File: src/rtl/aes_sched_pkg.sv
// Shared types and constants for the multi-channel AES request scheduler.
package aes_sched_pkg;

    typedef enum logic [1:0] {
        ST_IDLE  = 2'd0,
        ST_ISSUE = 2'd1,
        ST_WAIT  = 2'd2,
        ST_HOLD  = 2'd3
    } state_t;

    localparam int unsigned BLK_W = 128;

    // Ceiling log2 that never returns less than 1, so one-channel builds keep a real bus.
    function automatic int unsigned clog2_min1(input int unsigned n);
        int unsigned r;
        r = 0;
        for (int unsigned i = 0; i < 32; i++) begin
            if ((64'd1 << i) < 64'(n)) r = i + 1;
        end
        return (r == 0) ? 1 : r;
    endfunction

endpackage

File: src/rtl/aes_req_fifo.sv
// Per-channel request FIFO: synchronous, full/empty from pointers with one wrap bit.
module aes_req_fifo #(
    parameter int unsigned WIDTH = 256,
    parameter int unsigned DEPTH = 4
) (
    input  logic             clk,
    input  logic             rst_n,
    input  logic             push,
    input  logic [WIDTH-1:0] din,
    input  logic             pop,
    output logic [WIDTH-1:0] dout,
    output logic             full,
    output logic             empty
);

    localparam int unsigned AW = $clog2(DEPTH);

    logic [WIDTH-1:0] mem [DEPTH];
    logic [AW:0]      wr_ptr;
    logic [AW:0]      rd_ptr;

    assign empty = (wr_ptr == rd_ptr);
    assign full  = (wr_ptr[AW] != rd_ptr[AW]) && (wr_ptr[AW-1:0] == rd_ptr[AW-1:0]);
    assign dout  = mem[rd_ptr[AW-1:0]];

    always_ff @(posedge clk or negedge rst_n) begin
        if (!rst_n) begin
            wr_ptr <= '0;
            rd_ptr <= '0;
        end else begin
            if (push && !full)  wr_ptr <= wr_ptr + 1'b1;
            if (pop && !empty)  rd_ptr <= rd_ptr + 1'b1;
        end
    end

    always_ff @(posedge clk) begin
        if (push && !full) mem[wr_ptr[AW-1:0]] <= din;
    end

endmodule

File: src/rtl/aes_multi_ch_sched.sv
// Round-robin scheduler feeding one AES core from NUM_CH request FIFOs, with a watchdog.
module aes_multi_ch_sched
    import aes_sched_pkg::*;
#(
    parameter int unsigned NUM_CH       = 4,
    parameter int unsigned FIFO_DEPTH   = 4,
    parameter int unsigned CORE_TIMEOUT = 64,
    parameter int unsigned CH_W         = clog2_min1(NUM_CH)
) (
    input  logic                    AES_clk,
    input  logic                    AES_rst_n,
    input  logic [NUM_CH-1:0]       req_valid,
    output logic [NUM_CH-1:0]       req_ready,
    input  logic [NUM_CH*BLK_W-1:0] req_data,
    input  logic [NUM_CH*BLK_W-1:0] req_key,
    output logic                    core_en,
    output logic [BLK_W-1:0]        core_data_in,
    output logic [BLK_W-1:0]        core_key_in,
    input  logic                    core_data_out_valid,
    input  logic [BLK_W-1:0]        core_data_out,
    output logic                    res_valid,
    input  logic                    res_ready,
    output logic [BLK_W-1:0]        res_data,
    output logic [CH_W-1:0]         res_ch,
    output logic                    res_timeout,
    output logic                    busy
);

    localparam int unsigned CNT_W = clog2_min1(CORE_TIMEOUT);

    state_t                 state;
    logic [CH_W-1:0]        rr_ptr;
    logic [CNT_W-1:0]       cnt;
    logic [NUM_CH-1:0]      full;
    logic [NUM_CH-1:0]      empty;
    logic [NUM_CH-1:0]      pop;
    logic [2*BLK_W-1:0]     head [NUM_CH];
    logic [CH_W-1:0]        grant;
    logic                   grant_vld;

    for (genvar gi = 0; gi < NUM_CH; gi++) begin : g_fifo
        aes_req_fifo #(
            .WIDTH (2*BLK_W),
            .DEPTH (FIFO_DEPTH)
        ) u_fifo (
            .clk   (AES_clk),
            .rst_n (AES_rst_n),
            .push  (req_valid[gi] & ~full[gi]),
            .din   ({req_key[gi*BLK_W +: BLK_W], req_data[gi*BLK_W +: BLK_W]}),
            .pop   (pop[gi]),
            .dout  (head[gi]),
            .full  (full[gi]),
            .empty (empty[gi])
        );
    end

    assign req_ready = ~full;

    // First non-empty channel at or above rr_ptr, wrapping.
    always_comb begin
        int unsigned idx;
        grant     = '0;
        grant_vld = 1'b0;
        idx       = 0;
        for (int unsigned off = 0; off < NUM_CH; off++) begin
            idx = (int'(rr_ptr) + off) % NUM_CH;
            if (!grant_vld && !empty[idx[CH_W-1:0]]) begin
                grant_vld = 1'b1;
                grant     = idx[CH_W-1:0];
            end
        end
    end

    always_comb begin
        pop = '0;
        for (int unsigned i = 0; i < NUM_CH; i++) begin
            pop[i] = (state == ST_IDLE) && grant_vld && (grant == CH_W'(i));
        end
    end

    always_ff @(posedge AES_clk or negedge AES_rst_n) begin
        if (!AES_rst_n) begin
            state        <= ST_IDLE;
            rr_ptr       <= '0;
            cnt          <= '0;
            core_en      <= 1'b0;
            core_data_in <= '0;
            core_key_in  <= '0;
            res_valid    <= 1'b0;
            res_data     <= '0;
            res_ch       <= '0;
            res_timeout  <= 1'b0;
            busy         <= 1'b0;
        end else begin
            core_en <= 1'b0;
            case (state)
                ST_IDLE: begin
                    if (grant_vld) begin
                        {core_key_in, core_data_in} <= head[grant];
                        res_ch  <= grant;
                        rr_ptr  <= (grant == CH_W'(NUM_CH-1)) ? '0 : grant + 1'b1;
                        core_en <= 1'b1;
                        busy    <= 1'b1;
                        state   <= ST_ISSUE;
                    end
                end
                ST_ISSUE: begin
                    cnt   <= '0;
                    state <= ST_WAIT;
                end
                ST_WAIT: begin
                    cnt <= cnt + 1'b1;
                    // A core result arriving on the expiry cycle still wins over the timeout.
                    if (core_data_out_valid) begin
                        res_data    <= core_data_out;
                        res_timeout <= 1'b0;
                        res_valid   <= 1'b1;
                        state       <= ST_HOLD;
                    end else if (cnt == CNT_W'(CORE_TIMEOUT-1)) begin
                        res_data    <= '0;
                        res_timeout <= 1'b1;
                        res_valid   <= 1'b1;
                        state       <= ST_HOLD;
                    end
                end
                ST_HOLD: begin
                    if (res_ready) begin
                        res_valid <= 1'b0;
                        busy      <= 1'b0;
                        state     <= ST_IDLE;
                    end
                end
                default: state <= ST_IDLE;
            endcase
        end
    end

endmodule
File: config.mk
export PLATFORM = sky130hd
export DESIGN_NAME = aes_multi_ch_sched
export DESIGN_NICKNAME = d
export VERILOG_FILES = /design/src/rtl/aes_sched_pkg.sv /design/src/rtl/aes_req_fifo.sv /design/src/rtl/aes_multi_ch_sched.sv
export SDC_FILE = /design/constraint.sdc
export NUM_CORES = 2
export LEC_CHECK = 0
export ABC_CLOCK_PERIOD_IN_PS = 7900
export CORE_ASPECT_RATIO = 1.1
export CORE_MARGIN = 3
export CORE_UTILIZATION = 40
export CTS_CLUSTER_DIAMETER = 60
export CTS_CLUSTER_SIZE = 25
export DETAILED_ROUTE_END_ITERATION = 8
export GPL_ROUTABILITY_DRIVEN = 0
export PLACE_DENSITY = 0.66
export SYNTH_ARGS = -nofsm -noshare
export SYNTH_HDL_FRONTEND = slang
export SYNTH_SLANG_ARGS = --single-unit
export TNS_END_PERCENT = 100
File: constraint.sdc
create_clock -name AES_clk -period 7.9 [get_ports AES_clk]
set_clock_uncertainty 0.1 [all_clocks]
set_input_delay 1.185 -clock AES_clk [delete_from_list [all_inputs] [get_ports AES_clk]]
set_output_delay 1.185 -clock AES_clk [all_outputs]
set_load 0.01 [all_outputs]
==> run summary <==
status = finished, final reports clean
vias = 90431
Post-Syn Nets = 9106
Max Root-Sink Buffers = 4
EDFF count, synth = 4096
ratio of cells with drive above 1 in the final layout = 21.3%
placed insts = 14803
HPWL Detailed = 336 mm
Seq/Total Area, Yosys = 77.9%
crit-path max FO = 50
crit end category = output pin
fin crit period = 4.69 ns
Die Area = 437000 um2
Max-Cap Viols = 0
clk_lat worst skew = 0.99 ns
CTS H-tree lvls = 5
Reg2Reg Depth = 8
top-area cell type share of the netlist area = 71.7%
vias in the first global route = 90816
I/O Buffers = 1553
Most used DFF post-synth = edfxtp_1
Syn Std Cell Area = 172000 um2
# hold bufs at CTS = 0
area delta synth->final = 20.4%
chip width = 630 um
io pins = 1554
TritonCTS Buffers = 327
total congestion overflow = 0
Clock transition at path regs = 0.09 ns
Row Count = 251
Setup Buffers After CTS = 0
Post-Syn Area per Cell = 21.7 um2
Critical Path, Cell by Cell = xor2_1, nor2_1, nand2_1, clkdlybuf4s50_1
Cells after Synth = 7920
Yosys cell types = 47
endpoints failing setup = 0
crit path kind = reg -> out
synth warn = 0
core area = 426000 um2
flop-to-flop setup slack = 3.42 ns
Die Y = 693 um
post-synthesis async set-or-reset flop share = 9.38%
post-CTS sizing = 0
detailed-route wire length = 521 mm
initial core utilization = 40.3%
DRC = 0
Slew headroom = 3.20%
Worst path slowest cell = dfrtp_4
RSZ-0062 raised after global routing = false
Crit Reg-Reg Startpoint = g_fifo[1].u_fifo.rd_ptr[1]$_DFFE_PN0P_
leakage = 65.5 nW
CP Buf/Inv Count = 1
cell accounting for the most synthesized area = edfxtp_1
wire per inst = 33.3 um
vias per std cell = 5.79
Final Cycle Share = 59.4%
PwrDens = 406 nW/um2
commonest non-fill, non-tap cell in the layout = edfxtp_1
slowest stage delay, CP = 1.05 ns
Reg-to-Reg End = core_data_in[8]$_DFFE_PN0N_
Critical Path AT = 3.40 ns
final std cells w/o fill = 15613
Critical Path RT = 6.61 ns
largest net degree at the start of global routing = 155
Final ANT Viol Nets = 0
DRT Pass-1 Iters = 5
GRT Util Overall = 23.3%
CP delay by family, top = flip-flops
top post-synthesis cells by area = edfxtp_1 72%, mux4_2 13%, dfrtp_1 6.2%
Num Clock Sinks = 4520
Setup TNS = 0 ns
worst-margin pin slew = 1.45 ns
#FFs+latches synth = 4520
Pins Over Slew Limit = 0
number of antenna violations at the first check in global routing = 340
nets = 10626
CP Launch Type = register
worst vdd ir = 0.649 mV
CTS tree = yes
Worst Hold Class = in -> async
most frequent cells in the layout = 4096 x edfxtp_1, 1552 x clkdlybuf4s50_1, 1024 x mux4_2
Root Driver = clkbuf_16
Final Hold Fails = 0
first-pass GRT wire length = 723 mm
initial drt markers = 10288
Fmax = 0.213 GHz
## cell usage after synthesis, types with 14 or more instances
library cell	count
xor2_1	14
clkbuf_1	367
ha_1	26
a31oi_1	258
nor2_1	266
dfrtp_1	424
mux2_2	261
edfxtp_1	4096
buf_2	95
and3_1	19
inv_1	18
xnor2_1	14
nand2_1	18
a22oi_1	257
mux4_2	1024
nand3_1	521
a22o_1	129
buf_6	43
## power by group
group | internal (W) | total [W] | switching [W]
clock | 0.00905 | 0.0186 | 0.00953
sequential | 0.0325 | 0.0346 | 0.00215
combinational | 0.0126 | 0.0307 | 0.0181
total | 0.0541 | 0.0839 | 0.0298
## stage by stage
step                power (W)  hold WS, ns  setup WS, ns  instance area (um2)  util, %
global placement       0.0657        0.378          3.33               194000     45.5
floorplan              0.0544        0.360        0.0518               172000        -
finish                 0.0839       0.0953          3.21               207000     48.5
detailed placement     0.0663        0.379          3.29               194000     45.5
CTS                    0.0848       0.0609          3.04               206000     48.4
global route           0.0872       0.0918          3.03               206000     48.5
## registers in the layout (all words and copies together) (netlist names)
name                  cells
g_fifo.u_fifo.mem      4096
core_data_in            128
core_key_in             128
res_data                128
g_fifo.u_fifo.rd_ptr     12
g_fifo.u_fifo.wr_ptr     12
cnt                       6
res_ch                    2
rr_ptr                    2
state                     2
busy                      1
core_en                   1
res_timeout               1
res_valid                 1
## routing by layer
layer  GRT usage [%]  part of all wire, %  up-vias
met2            39.3                   51     4362
met1            28.5                   36    48373
met4            10.1                  4.6      144
met5               0                 0.18        -
li1                -                    -    36500
met3            5.74                  8.7     1052
## worst max-delay path by stage
stage / end / depth (start not counted) / startpoint
after floorplan: g_fifo[0].u_fifo.mem[3][0]$_DFFE_PP_ / 1 / req_valid[0]
after global placement: core_data_in[8]$_DFFE_PN0N_ / 8 / g_fifo[1].u_fifo.rd_ptr[1]$_DFFE_PN0P_
after detailed placement: core_data_in[51]$_DFFE_PN0N_ / 7 / g_fifo[1].u_fifo.rd_ptr[1]$_DFFE_PN0P_
after CTS: req_ready[1] / 4 / g_fifo[1].u_fifo.rd_ptr[1]$_DFFE_PN0P_
after global routing: req_ready[2] / 3 / g_fifo[2].u_fifo.rd_ptr[0]$_DFFE_PN0P_
final: req_ready[1] / 4 / g_fifo[1].u_fifo.rd_ptr[1]$_DFFE_PN0P_
## layout make-up
cell class / instances / area (um2)
multi-input cells: 2860 / 35500
well taps: 5692 / 7120
fillers: 34406 / 219000
clock buffers: 347 / 8440
diodes: 202 / 505
inverters: 19 / 78.8
flip-flops and latches: 4520 / 134000
repair buffers: 1712 / 17600
clock inverters: 261 / 3620
## cell families (layout without fill, tap and decap cells)
family | count (synthesis) | count (layout) | share of synthesized area, %
buffers and inverters | 540 | 2339 | 1.46
flip-flops | 4520 | 4520 | 77.9
XOR/XNOR | 28 | 28 | 0.143
multiplexers | 1288 | 1288 | 15.2
AND/OR/NAND/NOR | 842 | 842 | 2.28
other | 0 | 202 | 0
adder cells (fa/ha/maj) | 26 | 26 | 0.190
AO/OA/AOI/OAI | 676 | 676 | 2.85
## worst register-to-register path: cells and delay by family, from the launching register on
family                    cells  cell delay (ns)
muxes                         1             0.30
AOI/OAI and AO/OA             2             0.85
buffers and inverters         2             1.36
xor gates and xnor gates      1             0.25
DFF                           1             1.05
and+or+nand+nor               2             0.48
Note: power is estimated with default switching activity, not from simulation.
